<file path="src/rtl/omux_arbiter.sv">
// omux_arbiter: round-robin arbiter sharing the FT2232 transmit path between
// N_PORTS byte-stream requesters using the omux req/sel handshake. A grant is
// held for a whole packet (until the holder drops req), and the granted byte
// is forwarded to the transmit FIFO as a registered byte/write-strobe pair.
module omux_arbiter #(
  parameter int unsigned N_PORTS = 4,
  parameter int unsigned IDX_W   = 2
) (
  input  logic                   clk_i,
  input  logic                   reset_n_i,
  input  logic [N_PORTS-1:0]     req_i,
  input  logic [8*N_PORTS-1:0]   data_i,
  output logic [N_PORTS-1:0]     sel_o,
  input  logic                   tx_rdy_i,
  output logic [7:0]             tx_data_o,
  output logic                   tx_wr_o,
  output logic                   grant_valid_o,
  output logic [IDX_W-1:0]       grant_idx_o,
  output logic [15:0]            byte_count_o
);

  typedef enum logic [0:0] {
    IDLE,
    GRANT
  } state_t;

  state_t           state_q, state_d;
  logic [IDX_W-1:0] last_q, last_d;
  logic [IDX_W-1:0] grant_idx_q, grant_idx_d;
  logic [7:0]       tx_data_q, tx_data_d;
  logic             tx_wr_q, tx_wr_d;
  logic [15:0]      byte_count_q, byte_count_d;

  logic             found;
  logic [IDX_W-1:0] winner;
  logic [IDX_W-1:0] cand;
  int unsigned      pos;
  logic             take;
  logic [7:0]       grant_byte;

  // Rotating-priority scan: first requesting port after last_q, wrapping at N_PORTS.
  always_comb begin
    found  = 1'b0;
    winner = last_q;
    cand   = '0;
    pos    = 0;
    for (int unsigned i = 1; i <= N_PORTS; i++) begin
      pos = 32'(last_q) + i;
      if (pos >= N_PORTS) pos = pos - N_PORTS;
      cand = IDX_W'(pos);
      if (!found && req_i[cand]) begin
        found  = 1'b1;
        winner = cand;
      end
    end
  end

  // Consume strobe for the granted port only; forced low while reset is asserted.
  always_comb begin
    grant_byte = data_i[{grant_idx_q, 3'b000} +: 8];
    take       = (state_q == GRANT) && reset_n_i && req_i[grant_idx_q] && tx_rdy_i;
    sel_o      = '0;
    if (take) sel_o[grant_idx_q] = 1'b1;
  end

  // Next-state and registered-output logic for the IDLE/GRANT FSM.
  always_comb begin
    state_d      = state_q;
    last_d       = last_q;
    grant_idx_d  = grant_idx_q;
    tx_data_d    = tx_data_q;
    tx_wr_d      = 1'b0;
    byte_count_d = byte_count_q;
    unique case (state_q)
      IDLE: begin
        if (found) begin
          grant_idx_d  = winner;
          byte_count_d = '0;
          state_d      = GRANT;
        end
      end
      GRANT: begin
        if (take) begin
          tx_data_d = grant_byte;
          tx_wr_d   = 1'b1;
          if (byte_count_q != '1) byte_count_d = byte_count_q + 16'd1;
        end
        if (!req_i[grant_idx_q]) begin
          last_d  = grant_idx_q;
          state_d = IDLE;
        end
      end
      default: state_d = IDLE;
    endcase
  end

  // State register with synchronous active-low reset; port 0 gets first priority.
  always_ff @(posedge clk_i) begin
    if (!reset_n_i) begin
      state_q      <= IDLE;
      last_q       <= IDX_W'(N_PORTS - 1);
      grant_idx_q  <= '0;
      tx_data_q    <= '0;
      tx_wr_q      <= 1'b0;
      byte_count_q <= '0;
    end else begin
      state_q      <= state_d;
      last_q       <= last_d;
      grant_idx_q  <= grant_idx_d;
      tx_data_q    <= tx_data_d;
      tx_wr_q      <= tx_wr_d;
      byte_count_q <= byte_count_d;
    end
  end

  assign tx_data_o     = tx_data_q;
  assign tx_wr_o       = tx_wr_q;
  assign grant_valid_o = (state_q == GRANT);
  assign grant_idx_o   = grant_idx_q;
  assign byte_count_o  = byte_count_q;

endmodule

</file>
<file path="config.mk">
export PLATFORM = sky130hd
export DESIGN_NAME = omux_arbiter
export DESIGN_NICKNAME = d
export VERILOG_FILES = /design/src/rtl/omux_arbiter.sv
export SDC_FILE = /design/constraint.sdc
export NUM_CORES = 1
export LEC_CHECK = 0
export ABC_AREA = 0
export BUFFER_PORTS_ARGS = -buffer_cell sky130_fd_sc_hd__clkbuf_2
export CAP_MARGIN = 40
export CELL_PAD_IN_SITES_DETAIL_PLACEMENT = 1
export CELL_PAD_IN_SITES_GLOBAL_PLACEMENT = 1
export CORE_ASPECT_RATIO = 1.1
export CORE_MARGIN = 10
export CORE_UTILIZATION = 35
export CTS_CLUSTER_DIAMETER = 200
export CTS_CLUSTER_SIZE = 25
export DETAILED_ROUTE_END_ITERATION = 12
export GPL_TIMING_DRIVEN = 0
export PLACE_DENSITY_LB_ADDON = 0.15
export RECOVER_POWER = 50
export SLEW_MARGIN = 5
export SYNTH_ARGS = -nofsm -noshare
export SYNTH_HDL_FRONTEND = slang
export SYNTH_SLANG_ARGS = --single-unit
</file>
<file path="constraint.sdc">
create_clock -name clk_i -period 2.45 [get_ports clk_i]
set_clock_uncertainty 0.1 [all_clocks]
set_input_delay 0.49 -clock clk_i [delete_from_list [all_inputs] [get_ports clk_i]]
set_output_delay 0.49 -clock clk_i [all_outputs]
set_load 0.01 [all_outputs]
</file>
Word-level counts from Yosys, hierarchy flattened
Index checks and enable logic that the tools add are counted.
W data, S select, Z words.

operators by class
  $add $sub $neg = 9
  magnitude comparators = 10
  equality and inequality tests = 4
  shift operators = 1
  muxes and demuxes = 33
  bitwise logic cells = 2
  reduce and logical (&&, ||, !) cells = 15

operators by type and width
  kind                     number
  $mux W16                 3
  $pmux W16 S2             1
  $shiftx A32 B6 Y8        1
  $add A16 B1 Y16 const B  1
  $mux W2                  8
  $ne A16 B16 Y1 const B   1
  $lt A2 B3 Y1 const B     5
  $mux W1                  13
  $bmux W1 S2              5
  $ge A3 B3 Y1 const B     3
  $reduce_and A2 Y1        4
  $sub A2 B1 Y2 const B    4
  $logic_and A1 B1 Y1      7
  $add A2 B2 Y3 const B    2
  $add A2 B3 Y4 const B    1
  $ge A4 B3 Y1 const B     1
  $mux W4                  1
  $ne A2 B1 Y1 const B     2
  $add A2 B1 Y3 const B    1
  $logic_not A1 Y1         3
  $reduce_and A3 Y1        1
  $demux W1 S2             1
  $ge A2 B1 Y1 const B     1
  $ne A2 B2 Y1 const B     1
  2 further kinds          3

word-level totals
  bits in registers = 30
  bits of input ports = 39
  output and inout bits = 32
  word-level logic and storage cells = 80

Logic depth before layout (Yosys ltp)
Gate-level depths: netlist (run 1).

  depth after elaboration = 17
  gate-level depth with buffers = 8
  gate-level depth less buffers = 6

Worst setup path before layout (run 1)
Ideal clock, no wire load.

  path type = reg-to-output
  from = register grant_idx_q[1], in the netlist grant_idx_o[1]
  to = output sel_o[3]
  data arrival time = 1.658 ns
  data required time = 1.860 ns
  setup slack = 0.202 ns
  cell stages (with the launch flop) = 7
  buffers on the path = 2
  path through = dfxtp_1 buf_4 mux4_2 nand2b_2 clkinv_2 buf_2 and3_1

on the way
  word-level cells in the longest chain between the ends = 5
  elaborated cells between the ends (all ways) = 10
  those cells by class = order compare (2); mux (5); reduce/logical (3)

ends and longest elaborated chain
  what                                                                         line    source
  start, declared                                                              29      logic [IDX_W-1:0] grant_idx_q, grant_idx_d;
  start signal, assigned                                                       109     grant_idx_q <= grant_idx_d;
  $lt A2 B3 Y1 (implied by the code), or another cell as far along             63      if (take) sel_o[grant_idx_q] = 1'b1;
  $logic_and A1 B1 Y1 (implied by the code) / $mux W1 (equally long branches)  63, 61
  $mux W1 (implied by the code) / $logic_and A1 B1 Y1 (equally long branches)  63, 61
  $demux W1 S2 / $logic_and A1 B1 Y1 (equally long branches)                   63, 61
  $mux W4 (*)                                                                  63
  end, declared                                                                13      output logic [N_PORTS-1:0] sel_o,

Mark *: on every way between the ends. The rest lies on a longest branch, timed or not. The select of a mux whose other input is x is not followed.

Worst setup path after layout (run 1)
  from = register grant_idx_q[0], in the netlist grant_idx_o[0]
  to = output sel_o[3]

The elaborated chain is that of the path after synthesis.

==> out/results.tsv, run 1 <==
stage	metric	value	unit
placement	Port Buffers	69	
yosys	Yosys warnings	0	
pwr	P_leak	0.000815	uW
drt	1st-iter DRT viols	42	
floorplan	number of top-level pins	71	
clock_tree	clk buf depth	2	
yosys	synthesized flop and latch total	30	
sta	worst setup slack after layout	0.0639	ns
placement	placed cells	305	
pwr	combinational share of power	18.6	%
sta	measured slew at the worst slew-check pin	0.685	ns
critical_path	critical setup path kind	register to primary output	
drt	Total Wirelength	5360	um
sta	RSZ-0062 raised after global routing	no	
clock_tree	CTS hold repair buffers	0	
sta	Slew Limit Headroom	53.9	%
critical_path	critical path data arrival time	1.80	ns
drt	drt first pass iters	4	
yosys	post-synthesis sequential area ratio	35.3	%
yosys	syn_nets	220	
pwr	share of power burned in registers	44.9	%
clock_tree	CTS Sinks	30	
worst_hold_path	Worst Hold End	tx_data_o[2]$_SDFFE_PN0P_	
critical_path	R2R depth	7	
floorplan	cell row count	26	
placement	GPL Wtd Cong	0.802	
critical_path	CP Max Fanout	6	
floorplan	floorplan core area	4680	um^2
final_layout	diode count	0	
critical_path	startpoint types	register	
pwr	peak supply drop	0.000209	V
worst_hold_path	Hold Path Depth	2	
worst_hold_path	HP Start	tx_data_o[2]$_SDFFE_PN0P_	
floorplan	Initial Util	36.4	%
yosys	Mean Syn Cell Area	9.46	um^2
drt	DR vias	1679	
placement	pre-CTS WS	-0.140	ns
clock_tree	clk_lat worst skew	0.29	ns
critical_path	WP data required	1.86	ns
pwr	internal power	838	uW
floorplan	die footprint	8060	um^2
sta	final setup violation count	0	
grt	vias in the first global route	1814	
yosys	Mapped Cells	180	
placement	Detailed Place HPWL	4160	um
yosys	Synth Cell Area	1700	um^2
final_layout	most frequent cells in the layout	clkbuf_2, clkbuf_1, dfxtp_1, nor2b_1, nand2_1	
sta	Max Freq	419	MHz
drt	wire length per cell	16.9	um
grt	largest net degree at the start of global routing	11	
sta	count of pins over their slew limit	0	
final_layout	NumNets Final	300	
drt	drt drc	0	
final_layout	most common cell after layout, fill and taps aside	clkbuf_2	
final_layout	Finished Layout Cells	317	
critical_path	reg-to-reg endpoint	byte_count_o[15]$_SDFFE_PN0P_	
grt	initial antenna violation count	0	
clock_tree	clock slew at reported path FFs	0.06	ns
pwr	Switching Power	310	uW
clock_tree	clk root buf	clkbuf_8	
floorplan	Die Y	93.2	um
clock_tree	H-tree levels	2	
pwr	Net Sw Frac	27.0	%
floorplan	die width	86.5	um
clock_tree	total CTS buffers	5	
drt	Avg Vias per Cell	5.30	
yosys	Post-synth EDFFs	0	
sta	Final min period	2.39	ns
yosys	FFs w/ async S/R, synth	0	%
clock_tree	CTS tree	done	
critical_path	worst reg-to-reg setup slack	0.37	ns
yosys	Post-synth top flop	dfxtp_1	
sta	Tcrit/Tclk final	97.4	%
pwr	power per cell area	516	nW/um^2
job	max-cap violations	0	
critical_path	Critical R2R Launch	byte_count_o[0]$_SDFFE_PN0P_	
final_layout	share of cells above drive strength 1	30.3	%
outcome	status	completed	
grt	grt ovf	0	
pwr	Clk pwr share	36.5	%
sta	Min Hold Slack	0.420	ns
drt	post-route ant nets	0	
grt	first-pass GRT wire length	8600	um
final_layout	fin area	2220	um^2
sta	Final Hold Violating Endpoints	0	
critical_path	crit end category	primary output	
yosys	count of cell types in the netlist	39	
worst_hold_path	min-delay worst type	register to register	
final_layout	synth-to-layout area growth	30.6	%
placement	placed cell area	2120	um^2
grt	Total GRT Usage	13.1	%
-- synthesized netlist by cell type, types with 2 or more instances --
| cell | n | area share [%] |
|---|---|---|
| dfxtp_1 | 30 | 35 |
| nor2b_1 | 14 | 5.1 |
| nand2_1 | 13 | 2.9 |
| mux2i_1 | 12 | 7.1 |
| mux4_2 | 9 | 12 |
| o21ai_1 | 9 | 2.6 |
| or3_1 | 9 | 3.3 |
| nand3_1 | 8 | 2.4 |
| nor2_1 | 8 | 1.8 |
| a21oi_2 | 7 | 3.6 |
| a21oi_1 | 6 | 1.8 |
| o21ai_0 | 6 | 1.8 |
| clkbuf_1 | 5 | 1.1 |
| nand4_1 | 5 | 1.8 |
| and2_1 | 4 | 1.5 |
| nand2b_1 | 3 | 1.1 |
| xnor2_1 | 3 | 1.5 |
| and3_1 | 2 | 0.73 |
| buf_2 | 2 | 0.59 |
| buf_6 | 2 | 1.3 |
| nor3_1 | 2 | 0.59 |
| nor4_1 | 2 | 0.73 |
| o211ai_1 | 2 | 0.88 |
| or4_1 | 2 | 0.88 |
-- power groups by stage --
stage | registers (uW) | logic, uW | clock network (uW)
detailed placement | 524 | 212 | 0
global placement | 524 | 209 | 0
global route | 517 | 236 | 443
CTS | 514 | 224 | 430
floorplan | 527 | 134 | 0
finish | 515 | 214 | 419
-- worst max-delay path, stage by stage (launching register included) --
cell and delay [ns]:
dfxtp_1 0.34, clkbuf_4 0.20, mux4_2 0.35, nand2b_4 0.12, clkinv_4 0.07, buf_12 0.13
and3_1 0.16, buf_2 0.14
-- worst max-delay path by stage --
stage / startpoint / end / slack [ns]
after floorplan: grant_idx_o[1]$_SDFFE_PN0P_ / sel_o[3] / 0.20
after global routing: grant_idx_o[0]$_SDFFE_PN0P_ / sel_o[3] / 0.01
after global placement: reset_n_i / sel_o[3] / -0.15
after CTS: grant_idx_o[1]$_SDFFE_PN0P_ / sel_o[3] / 0.02
final: grant_idx_o[0]$_SDFFE_PN0P_ / sel_o[3] / 0.06
after detailed placement: reset_n_i / sel_o[2] / -0.14
-- logic make-up (layout without fill, tap and decap cells) --
group / count (synthesis) / after routing / synth area share, %
AND/OR/NAND/NOR: 77 / 77 / 25.7
AO/OA/AOI/OAI: 35 / 35 / 13.6
flip-flops: 30 / 30 / 35.3
multiplexers: 21 / 21 / 19.0
buffers and inverters: 13 / 94 / 4.19
XOR/XNOR: 3 / 3 / 1.54
adder cells (fa/ha/maj): 1 / 1 / 0.735
-- sequential cells by signal (all words and copies together) (netlist names) --
signal,flops
tx_wr_o,1
byte_count_o,16
last_q,2
grant_idx_o,2
grant_valid_o,1
tx_data_o,8
-- cell type report --
| cell class | count | area, um^2 |
|---|---|---|
| Timing Repair Buffer | 74 | 345 |
| Buffer | 10 | 73.8 |
| Fill cell | 594 | 2460 |
| Clock inverter | 1 | 5.00 |
| Tap cell | 56 | 70.1 |
| Clock buffer | 7 | 86.3 |
| Multi-Input combinational cell | 137 | 1030 |
| Sequential cell | 30 | 602 |
| Inverter | 2 | 12.5 |
-- routing by layer --
| layer | global-route usage (%) | routed length, um | vias to the layer above |
|---|---|---|---|
| met5 | 0 | 0 | - |
| met4 | 4.46 | 71 | 0 |
| met3 | 3.65 | 275 | 7 |
| met2 | 25.4 | 2970 | 34 |
| met1 | 12.7 | 2040 | 812 |
| li1 | - | - | 826 |
-- what timing repair did --
action / in CTS / in global routing
setup endpoints to repair: 2 / 3
buffers inserted: 5 / 0
gates resized for setup: 8 / 3
-- stage by stage --
stage               utilization (%)  total power (uW)  TNS (ns)
global route                   47.5              1200         0
global placement               45.2               733    -0.305
floorplan                         -               661         0
detailed placement             45.2               737    -0.276
finish                         47.5              1150         0
CTS                            48.6              1170         0
Power figures use the tool's default switching activity.
==> inputs of run 2 (changes only) <==
--- a/config.mk
+++ b/config.mk
@@ -8,17 +8,16 @@
 export ABC_AREA = 0
 export BUFFER_PORTS_ARGS = -buffer_cell sky130_fd_sc_hd__clkbuf_2
 export CAP_MARGIN = 40
-export CELL_PAD_IN_SITES_DETAIL_PLACEMENT = 1
-export CELL_PAD_IN_SITES_GLOBAL_PLACEMENT = 1
 export CORE_ASPECT_RATIO = 1.1
 export CORE_MARGIN = 10
-export CORE_UTILIZATION = 35
+export CORE_UTILIZATION = 44
 export CTS_CLUSTER_DIAMETER = 200
 export CTS_CLUSTER_SIZE = 25
 export DETAILED_ROUTE_END_ITERATION = 12
 export GPL_TIMING_DRIVEN = 0
 export PLACE_DENSITY_LB_ADDON = 0.15
 export RECOVER_POWER = 50
+export REMOVE_ABC_BUFFERS = 1
 export SLEW_MARGIN = 5
 export SYNTH_ARGS = -nofsm -noshare
 export SYNTH_HDL_FRONTEND = slang
==> out/results.tsv, run 2 (synthesized netlist as in run 1, its figures left out) <==
stage	metric	value	unit	change
pwr	Tot Pwr	1110	uW	was 1150 uW
drt	post-route ant nets	0		unchanged
clock_tree	H-tree levels	2		unchanged
final_layout	NumNets Final	289		was 300
pwr	Net Sw Frac	25.7	%	was 27.0%
critical_path	WP data required	1.86	ns	about the same
final_layout	synth-to-layout area growth	26.1	%	was 30.6%
clock_tree	CTS Sinks	30		unchanged
grt	vias in the first global route	1658		was 1814
grt	met3 usage	7.38	%	was 3.65%
sta	RSZ-0062 raised after global routing	no		unchanged
drt	1st-iter DRT viols	43		was 42
critical_path	CP Max Fanout	14		was 6
sta	worst setup slack after layout	0.103	ns	was 0.0639 ns
floorplan	Die Y	85.2	um	was 93.2 um
final_layout	max reg flops	16		unchanged
critical_path	critical setup path kind	register to primary output		unchanged
grt	met2 Use GR	22.3	%	was 25.4%
critical_path	R2R depth	5		was 7
grt	grt ovf	0		unchanged
clock_tree	CTS hold repair buffers	0		unchanged
final_layout	fin area	2150	um^2	was 2220 um^2
critical_path	crit end category	primary output		unchanged
sta	measured slew at the worst slew-check pin	0.652	ns	was 0.685 ns
drt	Total Wirelength	4450	um	was 5360 um
grt	met1 usage	14.0	%	was 12.7%
floorplan	floorplan core area	3680	um^2	was 4680 um^2
critical_path	Crit-path slowest cell	mux4_2		unchanged
placement	Port Buffers	70		was 69
clock_tree	CTS tree	done		unchanged
final_layout	final core occ	58.3	%	was 47.5%
pwr	peak supply drop	0.000358	V	was 0.000209 V
sta	Final Hold Violating Endpoints	0		unchanged
outcome	status	completed		unchanged
clock_tree	clk root buf	clkbuf_8		unchanged
placement	Detailed Place HPWL	3450	um	was 4160 um
pwr	combinational share of power	17.0	%	was 18.6%
drt	drt drc	0		unchanged
grt	Total GRT Usage	13.3	%	was 13.1%
drt	wire length per cell	14.8	um	was 16.9 um
critical_path	instance count on the critical path	5		was 7
sta	Tcrit/Tclk final	95.8	%	was 97.4%
final_layout	diode count	0		unchanged
sta	Max Freq	426	MHz	was 419 MHz
floorplan	die width	79.3	um	was 86.5 um
critical_path	critical path cell sequence	mux4_2 -> nand2b_2 -> inv_8 -> and3_1 -> clkbuf_2		was clkbuf_4 -> mux4_2 -> nand2b_4 -> clkinv_4 -> buf_12 -> and3_1 -> buf_2
placement	pre-CTS WS	-0.337	ns	was -0.140 ns
grt	initial antenna violation count	0		unchanged
critical_path	Top Family by Delay on Critical Path	multiplexers		was buffers and inverters
final_layout	most frequent cells in the layout	clkbuf_2, dfxtp_1, clkbuf_1, nor2b_1, nand2_1		was clkbuf_2, clkbuf_1, dfxtp_1, nor2b_1, nand2_1
floorplan	Initial Util	46.2	%	was 36.4%
drt	Avg Vias per Cell	5.24		was 5.30
clock_tree	clk_lat worst skew	0.28	ns	was 0.29 ns
pwr	Clk pwr share	36.4	%	was 36.5%
critical_path	Critical Path Max Stage Delay	0.52	ns	was 0.35 ns
grt	largest net degree at the start of global routing	22		was 11
sta	Slew Limit Headroom	56.3	%	was 53.9%
floorplan	number of top-level pins	71		unchanged
floorplan	die footprint	6760	um^2	was 8060 um^2
worst_hold_path	Hold Path Depth	2		unchanged
worst_hold_path	min-delay worst type	register to register		unchanged
grt	Most Crowded Layer GR	met2		unchanged
grt	first-pass GRT wire length	7400	um	was 8600 um
placement	GPL Wtd Cong	0.869		was 0.802
clock_tree	clock slew at reported path FFs	0.06	ns	about the same
floorplan	cell row count	23		was 26
sta	Final min period	2.35	ns	was 2.39 ns
critical_path	WP buf/inv	2		was 4
clock_tree	clk buf depth	2		unchanged
drt	DR vias	1571		was 1679
critical_path	critical path data arrival time	1.76	ns	was 1.80 ns
final_layout	share of cells above drive strength 1	31.2	%	was 30.3%
placement	placed cell area	2060	um^2	was 2120 um^2
critical_path	startpoint types	register		unchanged
pwr	P_leak	0.000776	uW	was 0.000815 uW
clock_tree	total CTS buffers	5		unchanged
pwr	Switching Power	287	uW	was 310 uW
job	max-cap violations	0		unchanged
sta	count of pins over their slew limit	0		unchanged
pwr	share of power burned in registers	46.6	%	was 44.9%
final_layout	most common cell after layout, fill and taps aside	clkbuf_2		unchanged
sta	final setup violation count	0		unchanged
pwr	internal power	827	uW	was 838 uW
pwr	power per cell area	519	nW/um^2	was 516 nW/um^2
drt	drt first pass iters	4		unchanged
==> run 2: worst paths after layout <==
path                            slack [ns]                         start                            end
worst max-delay path                  0.10   grant_idx_o[1]$_SDFFE_PN0P_                       sel_o[3]
worst min-delay path                  0.41     tx_data_o[2]$_SDFFE_PN0P_      tx_data_o[2]$_SDFFE_PN0P_
worst max register to register        0.25  byte_count_o[2]$_SDFFE_PN0P_  byte_count_o[15]$_SDFFE_PN0P_
worst min register to register        0.41     tx_data_o[2]$_SDFFE_PN0P_      tx_data_o[2]$_SDFFE_PN0P_
==> run 2: final cells by class <==
cell class,instances,area [um^2]
fillers,392,1540
clock buffers,7,86.3
well taps,50,62.6
multi-input cells,137,1030
flip-flops and latches,30,606
inverters,2,15.0
repair buffers,73,342
clock inverters,1,5.00
==> run 2: power groups by stage <==
stage / clock [uW] / sequential (uW) / combinational [uW]
after floorplan: 0 / 541 / 102
after global placement: 0 / 545 / 167
after detailed placement: 0 / 545 / 171
after CTS: 415 / 529 / 181
after global routing: 439 / 521 / 211
final: 405 / 519 / 190
==> run 2: stage by stage <==
step | hold WS, ns | setup TNS, ns | instances
6_report | 0.414 | 0 | 300
5_1_grt | 0.441 | 0 | 300
3_3_place_gp | 0.398 | -4.82 | 289
3_5_place_dp | 0.411 | -3.96 | 290
2_1_floorplan | 0.381 | 0 | 169
4_1_cts | 0.424 | 0 | 299
==> run 2: repair_timing <==
item	CTS	global route
setup buffers	1	1
gates resized for setup	5	3
setup endpoints to repair	15	2
==> run 2: worst min-delay path: stages (launching register included) <==
cell     delay (ns)
dfxtp_1        0.32
mux2i_1        0.06
nor2b_1        0.09
==> run 2: layer usage <==
layer	wire (um)	up-vias
met1	1890	706
li1	-	802
met3	445	8
met2	2060	55
met5	0	-
met4	57	0
